## src/rtl/bc_pkg.sv

```systemverilog
// bc_pkg: shared FSM states and sizing for the barcode receiver.
package bc_pkg;
    typedef enum logic [2:0] {IDLE, START, WAIT_FALL, BIT, DONE} bc_state_t;
    localparam int ID_BITS = 8;
    localparam int TMR_W_DEF = 22;
endpackage

```

## src/rtl/bc_sync.sv

```systemverilog
// bc_sync: 2-flop synchronizer for the barcode line plus falling-edge detector.
module bc_sync (
    input  logic clk,
    input  logic rst,
    input  logic BC,
    output logic bc_s,
    output logic fall
);
    logic meta_q, sync_q, prev_q;
    always_ff @(posedge clk)
        if (rst) {meta_q, sync_q, prev_q} <= 3'b111;
        else {meta_q, sync_q, prev_q} <= {BC, meta_q, sync_q};
    assign bc_s = sync_q;
    assign fall = prev_q & ~sync_q;
endmodule

```

## src/rtl/barcode_rx.sv

```systemverilog
// barcode_rx: self-clocked serial barcode decoder producing ID/ID_vld.
// Optional BC_ID_FILTER_EN: accept only frames whose top two bits are 00.
module barcode_rx import bc_pkg::*; #(
    parameter int TMR_W = TMR_W_DEF
) (
    input  logic               clk,
    input  logic               rst,
    input  logic               BC,
    input  logic               clr_ID_vld,
    output logic [ID_BITS-1:0] ID,
    output logic               ID_vld
);
    logic bc_s, fall, sample, accept;
    bc_state_t state_q, state_d;
    logic [TMR_W-1:0] period_q, period_d, bit_tmr_q, bit_tmr_d;
    logic [ID_BITS-1:0] shift_q, shift_d, id_q, id_d;
    logic [2:0] bit_cnt_q, bit_cnt_d;
    logic vld_q, vld_d;
    bc_sync u_sync (.clk(clk), .rst(rst), .BC(BC), .bc_s(bc_s), .fall(fall));
    assign sample = state_q == BIT && bit_tmr_q == period_q;
`ifdef BC_ID_FILTER_EN
    assign accept = state_q == DONE && shift_q[ID_BITS-1:ID_BITS-2] == 2'b00;
`else
    assign accept = state_q == DONE;
`endif
    always_comb begin
        state_d   = state_q;
        period_d  = period_q;
        bit_tmr_d = bit_tmr_q;
        shift_d   = shift_q;
        bit_cnt_d = bit_cnt_q;
        case (state_q)
            IDLE: begin
                bit_cnt_d = '0;
                if (fall) begin
                    period_d = '0;
                    state_d  = START;
                end
            end
            START:
                if (!bc_s) period_d = &period_q ? period_q : period_q + 1'b1;
                else state_d = WAIT_FALL;
            WAIT_FALL:
                if (fall) begin
                    bit_tmr_d = '0;
                    state_d   = BIT;
                end
            BIT: begin
                bit_tmr_d = bit_tmr_q + 1'b1;
                if (sample) begin
                    shift_d   = {shift_q[ID_BITS-2:0], bc_s};
                    bit_cnt_d = bit_cnt_q + 1'b1;
                    state_d   = &bit_cnt_q ? DONE : WAIT_FALL;
                end
            end
            default: state_d = IDLE;
        endcase
        id_d  = accept ? shift_q : id_q;
        vld_d = accept | (vld_q & ~clr_ID_vld);
    end
    always_ff @(posedge clk)
        if (rst) begin
            state_q   <= IDLE;
            period_q  <= '0;
            bit_tmr_q <= '0;
            shift_q   <= '0;
            bit_cnt_q <= '0;
            id_q      <= '0;
            vld_q     <= 1'b0;
        end else begin
            state_q   <= state_d;
            period_q  <= period_d;
            bit_tmr_q <= bit_tmr_d;
            shift_q   <= shift_d;
            bit_cnt_q <= bit_cnt_d;
            id_q      <= id_d;
            vld_q     <= vld_d;
        end
    assign ID = id_q;
    assign ID_vld = vld_q;
endmodule

```

## config.mk

```make
export PLATFORM = sky130hd
export DESIGN_NAME = barcode_rx
export DESIGN_NICKNAME = d
export VERILOG_FILES = /design/src/rtl/bc_pkg.sv /design/src/rtl/bc_sync.sv /design/src/rtl/barcode_rx.sv
export SDC_FILE = /design/constraint.sdc
export NUM_CORES = 1
export LEC_CHECK = 0
export ABC_AREA = 1
export CORE_MARGIN = 2
export CORE_UTILIZATION = 45
export CTS_CLUSTER_SIZE = 28
export DETAILED_ROUTE_END_ITERATION = 8
export PLACE_DENSITY = 0.62
export REMOVE_ABC_BUFFERS = 1
export SLEW_MARGIN = 20
export SYNTH_ARGS = -nofsm -noshare
export SYNTH_HDL_FRONTEND = slang
export SYNTH_SLANG_ARGS = --single-unit
```

## constraint.sdc

```tcl
create_clock -name clk -period 2.9 [get_ports clk]
set_clock_uncertainty 0.1 [all_clocks]
set_input_delay 0.87 -clock clk [delete_from_list [all_inputs] [get_ports clk]]
set_output_delay 0.87 -clock clk [all_outputs]
set_load 0.005 [all_outputs]
```

==> results.yml, run 1 <==
status:
  status: "complete, no violations"
route:
  post-route-drc-count: 0
  first_iter_violations: 188
  vias: 3669
  drt-wirelength-per-cell_um: 13.2
  wl_um: 9430
  vias_per_cell: 5.12
  antenna_left: 0
  firstDrtPassIters: 5
floorplan:
  die_area_mm2: 0.00905
  die_w_um: 95.1
  io_pins: 13
  initial_core_util: 0.459
  coreArea_mm2: 0.00813
  die_y_um: 95.1
  rows: 33
synthesis:
  synth_area_leaders: "dfxtp_1 (37%), nand2_1 (17%), nor2_1 (9.6%)"
  ys_seq_elements: 70
  ys_seq_area_frac: 0.375
  yosys_warnings: 0
  ys_async_sr_fraction: 0
  syn_avg_cell_area_um2: 6.33
  synth.distinct_cells: 34
  synthesis.area_mm2: 0.00374
  yosys-top-cells-count: "nand2_1 (166), nor2_1 (96), inv_1 (72)"
  synth-edff-count: 0
  synth_most_common_cell: "nand2_1"
  yosys.area.top_type: "dfxtp_1"
  syn-instance-count: 590
  yosysTopAreaCellShare: 0.375
  yosys_most_used_dff: "dfxtp_1"
placement:
  numPortBuffers: 12
  placement.cell_area_mm2: 0.00398
  gp_congestion: 0.846
  dp_cells: 701
  dp_hpwl_um: 7010
power:
  ir_drop_mv: 0.223
  cellLeakagePower_nw: 1.60
  power.density_mw_per_mm2: 449
timing:
  layout_min_cycle_time_ns: 2.32
  hold_violations: 0
  setup_viol: 0
  slew_headroom: 0.634
  tightest_slew_ns: 0.548
  slew_violations: 0
  fmax_ghz: 0.431
  finalSetupTns_ns: 0
  post-route-period-util: 0.800
  rsz0062_at_grt: "no"
clock_network:
  clock_path_buffers: 2
  cts-resized-gates: 0
  numClockSinks: 70
  holdBufCountCts: 0
  numCtsBuffers: 9
  cts_setup_buffers: 0
  cts_tree: "built"
  clk_pin_slew_ns: 0.08
  clock_latency_ns: 0.35
  h-tree-depth: 3
  clockRootBuffer: "clkbuf_8"
critical_path:
  critPathLaunchType: "flip-flop"
  crit_path_end_kind: "flip-flop"
  crit_path_max_fanout: 15
  critPathRequiredTime_ns: 3.08
  rrSetupSlack_ns: 0.58
  worstPathArrival_ns: 2.50
  path_class: "reg -> reg"
grt:
  grt_first_pass_wirelength_um: 15900
  antenna_found_initial: 0
  grt_max_degree: 38
  track_usage: 0.225
  grt.overflow.total: 0
  grt_pass1_vias: 3316
final_layout:
  antenna_cells: 0
  layout-drive-gt1-share: 0.0621
  area_growth_pct: 11.8
  final_nets: 615
  fin_area_mm2: 0.00418
  layoutNonFillerInstCount: 717
min_path:
  min_path_type: "reg -> reg"
job:
  cap_violations: 0
==> flip-flops by register name, indices dropped and copies added, names as in the netlist <==
| signal | count |
|---|---|
| u_sync.bc_s | 1 |
| u_sync.prev_q | 1 |
| u_sync.meta_q | 1 |
| ID_vld | 1 |
| ID | 8 |
| state_q | 3 |
| bit_cnt_q | 3 |
| bit_tmr_q | 22 |
| shift_q | 8 |
| period_q | 22 |
==> power breakdown <==
part	switching (W)	internal, W	total (W)
clock network	0.000398	0.000398	0.000796
registers	0.00000683	0.000970	0.000977
logic	0.0000691	0.0000332	0.000102
total	0.000474	0.00140	0.00187
==> cells in the final DEF, fill, tap and decap left out, types with 9 or more instances in the layout <==
| master | n |
|---|---|
| nand2_1 | 166 |
| nor2_1 | 96 |
| inv_1 | 72 |
| dfxtp_1 | 70 |
| o21ai_0 | 45 |
| a21oi_1 | 31 |
| nand3_1 | 18 |
| nor3_1 | 16 |
| clkdlybuf4s50_1 | 12 |
| xor2_1 | 9 |
| clkbuf_8 | 9 |
==> worst max-delay path, cell delays in order (launching register included) <==
cell and delay [ns]:
dfxtp_1 0.45, inv_1 0.12, nand2_1 0.07, nand2_1 0.04
nor2_1 0.08, nand2_1 0.07, nor2_1 0.23, nand4_1 0.50
inv_1 0.41, nor2_1 0.07, nor2_1 0.11
==> cell type report <==
class                   count  area (um2)
clock buffers               9         124
fillers                   849        3960
flip-flops and latches     70        1400
repair buffers             18         165
clock inverters             7        73.8
well taps                 105         131
multi-input cells         433        2000
inverters                  75         282
==> layer usage <==
layer,vias to the layer above,GRT usage,part of all wire
li1,1908,-,-
met1,1654,0.304,0.48
met2,90,0.369,0.45
met3,17,0.0308,0.046
met4,0,0.0797,0.018
met5,-,0,0
==> through the flow <==
stage / total power, W / worst slack [ns] / util / hold WS (ns)
2_1_floorplan: 0.00106 / 1.02 / - / 0.289
3_3_place_gp: 0.00110 / 0.655 / 0.489 / 0.303
3_5_place_dp: 0.00110 / 0.588 / 0.489 / 0.304
4_1_cts: 0.00189 / 0.629 / 0.514 / 0.325
5_1_grt: 0.00195 / 0.390 / 0.514 / 0.334
6_report: 0.00187 / 0.581 / 0.514 / 0.321
==> cells by family (layout without fill, tap and decap cells) <==
family,Yosys count,count (layout),share of synthesized area
fa+ha+maj,4,4,0.0134
buf+inv,87,109,0.0897
compound gates,98,98,0.144
xor+xnor,9,9,0.0211
flops,70,70,0.375
simple gates,322,322,0.357
==> path summary, 6_finish.rpt <==
kind | start | endpoint | depth (start not counted)
worst min-delay path | u_sync.meta_q$_SDFF_PP1_ | u_sync.bc_s$_SDFF_PP1_ | 1
worst max-delay path | period_q[17]$_SDFFE_PP0P_ | shift_q[3]$_SDFFE_PP0P_ | 10
worst min register to register | u_sync.meta_q$_SDFF_PP1_ | u_sync.bc_s$_SDFF_PP1_ | 1
worst max register to register | period_q[17]$_SDFFE_PP0P_ | shift_q[3]$_SDFFE_PP0P_ | 10
No activity file was read; power rests on OpenSTA's default activity.
==> inputs of run 2 (changes only) <==
- clock period: 2.9 -> 2.43 ns (I/O delays scaled with it)
==> run 2 against run 1 <==
Global-route usage barely moved. Sequential share of layout area fell by 0.16 points. Largest cell class unchanged. Cell count rose by 0.42%. Critical endpoint is now period_q[18]$_SDFFE_PP0P_.
==> results.yml, run 2 (synthesized netlist as in run 1, its figures left out) <==
min_path:
  whs_path_depth: 1
  min_from: "u_sync.meta_q$_SDFF_PP1_"
  min_to: "u_sync.bc_s$_SDFF_PP1_"
  min_path_type: "reg -> reg"
final_layout:
  area_growth_pct: 12.3
  nFillCells: 849
  fin_area_mm2: 0.00420
  antenna_cells: 0
  final_common_cell: "nand2_1"
  final_cell_mix: "nand2_1 (166), nor2_1 (96), inv_1 (72)"
  final_nets: 618
  layout-drive-gt1-share: 0.0667
  top_regs: "bit_tmr_q x22, period_q x22"
critical_path:
  path_class: "reg -> reg"
  rr_endpoint: "period_q[18]$_SDFFE_PP0P_"
  critPathLaunchType: "flip-flop"
  worstPathArrival_ns: 2.26
  r2r_start: "period_q[1]$_SDFFE_PP0P_"
  r2r_cells: 13
  crit_path_end_kind: "flip-flop"
  rrSetupSlack_ns: 0.34
  crit_path_max_fanout: 14
  critPathRequiredTime_ns: 2.60
timing:
  fmax_ghz: 0.478
  layout_min_cycle_time_ns: 2.09
  hold_violations: 0
  tightest_slew_ns: 0.478
  post-route-period-util: 0.861
  setup_viol: 0
  slew_violations: 0
  finalSetupTns_ns: 0
  rsz0062_at_grt: "no"
  slew_headroom: 0.681
clock_network:
  holdBufCountCts: 0
  cts_tree: "built"
  numClockSinks: 70
  cts_setup_buffers: 0
  cts-resized-gates: 0
  clk_pin_slew_ns: 0.09
  clock_path_buffers: 2
  h-tree-depth: 3
  clockRootBuffer: "clkbuf_8"
  clock_latency_ns: 0.35
  numCtsBuffers: 9
power:
  pwr-share-clk: 0.406
  cellLeakagePower_nw: 1.62
  combPwrFrac: 0.058
  power.density_mw_per_mm2: 518
  ir_drop_mv: 0.283
  p_sw_w: 0.000572
  p_sw_frac: 0.263
  seqPwrFrac: 0.536
  p_int_w: 0.00160
grt:
  grt.overflow.total: 0
  grt_max_degree: 38
  grt_first_pass_wirelength_um: 16000
  antenna_found_initial: 0
  grt_pass1_vias: 3309
  track_usage: 0.225
placement:
  dp_hpwl_um: 7230
  gp_congestion: 0.913
  placement.cell_area_mm2: 0.00402
  numPortBuffers: 12
floorplan:
  die_area_mm2: 0.00905
  die_y_um: 95.1
  initial_core_util: 0.459
  die_w_um: 95.1
  coreArea_mm2: 0.00813
  rows: 33
  io_pins: 13
route:
  post-route-drc-count: 0
  drt-wirelength-per-cell_um: 13.3
  vias: 3689
  vias_per_cell: 5.12
  first_iter_violations: 243
  wl_um: 9570
  antenna_left: 0
  firstDrtPassIters: 5
job:
  cap_violations: 0
status:
  status: "complete, no violations"
run 2: cell types whose count changed in the layout (fill, tap and decap cells not counted), sizes merged:
cell	previous run	this run
bufinv	1	0
clkbuf	9	10
clkinv	2	3
clkinvlp	4	3
buf	6	9
run 2: through the flow:
step	power, W	utilization	hold WS (ns)	setup WS [ns]	std cells
2_1_floorplan	0.00127	-	0.289	0.655	578
3_3_place_gp	0.00132	0.494	0.303	0.398	704
3_5_place_dp	0.00132	0.494	0.324	0.322	704
4_1_cts	0.00221	0.516	0.351	0.344	720
5_1_grt	0.00227	0.516	0.358	0.133	720
6_report	0.00217	0.516	0.346	0.337	720
run 2: power by group through the flow:
stage	Sequential, W	Clock (W)	Combinational, W
after detailed placement	0.00119	0	0.000127
after global routing	0.00117	0.000957	0.000143
after global placement	0.00119	0	0.000123
after CTS	0.00117	0.000913	0.000127
after floorplan	0.00119	0	0.0000795
final	0.00117	0.000882	0.000127
run 2: worst max-delay path: stages, from the launching register on:
cell     delay, ns
dfxtp_1       0.39
ha_1          0.18
nand2_1       0.05
inv_1         0.13
nand2_2       0.13
nor2_4        0.18
nand2_2       0.08
nor2_2        0.12
nand2_2       0.09
nand2_4       0.16
nand2_2       0.15
inv_1         0.12
nand2_1       0.05
o21ai_0       0.08
run 2: worst max path at each step:
stage	startpoint	endpoint	slack, ns
after floorplan	state_q[2]$_SDFFE_PP0P_	shift_q[0]$_SDFFE_PP0P_	0.66
after global placement	rst	period_q[17]$_SDFFE_PP0P_	0.40
after detailed placement	rst	period_q[17]$_SDFFE_PP0P_	0.32
after CTS	period_q[0]$_SDFFE_PP0P_	period_q[18]$_SDFFE_PP0P_	0.34
after global routing	period_q[0]$_SDFFE_PP0P_	period_q[18]$_SDFFE_PP0P_	0.13
final	period_q[1]$_SDFFE_PP0P_	period_q[18]$_SDFFE_PP0P_	0.34
run 2: final cells by class:
class	count	area [um2]	area share
clock inverters	6	45.0	0.0107
multi-input cells	433	2000	0.477
inverters	75	282	0.0671
clock buffers	10	138	0.0328
well taps	105	131	0.0313
flip-flops and latches	70	1400	0.334
repair buffers	21	200	0.0477
run 2: per-layer routing:
| layer | vias to the layer above | share of wire | GRT usage |
|---|---|---|---|
| li1 | 1924 | - | - |
| met1 | 1669 | 0.48 | 0.290 |
| met5 | - | 0 | 0 |
| met3 | 17 | 0.046 | 0.0530 |
| met4 | 0 | 0.017 | 0.0592 |
| met2 | 79 | 0.46 | 0.377 |
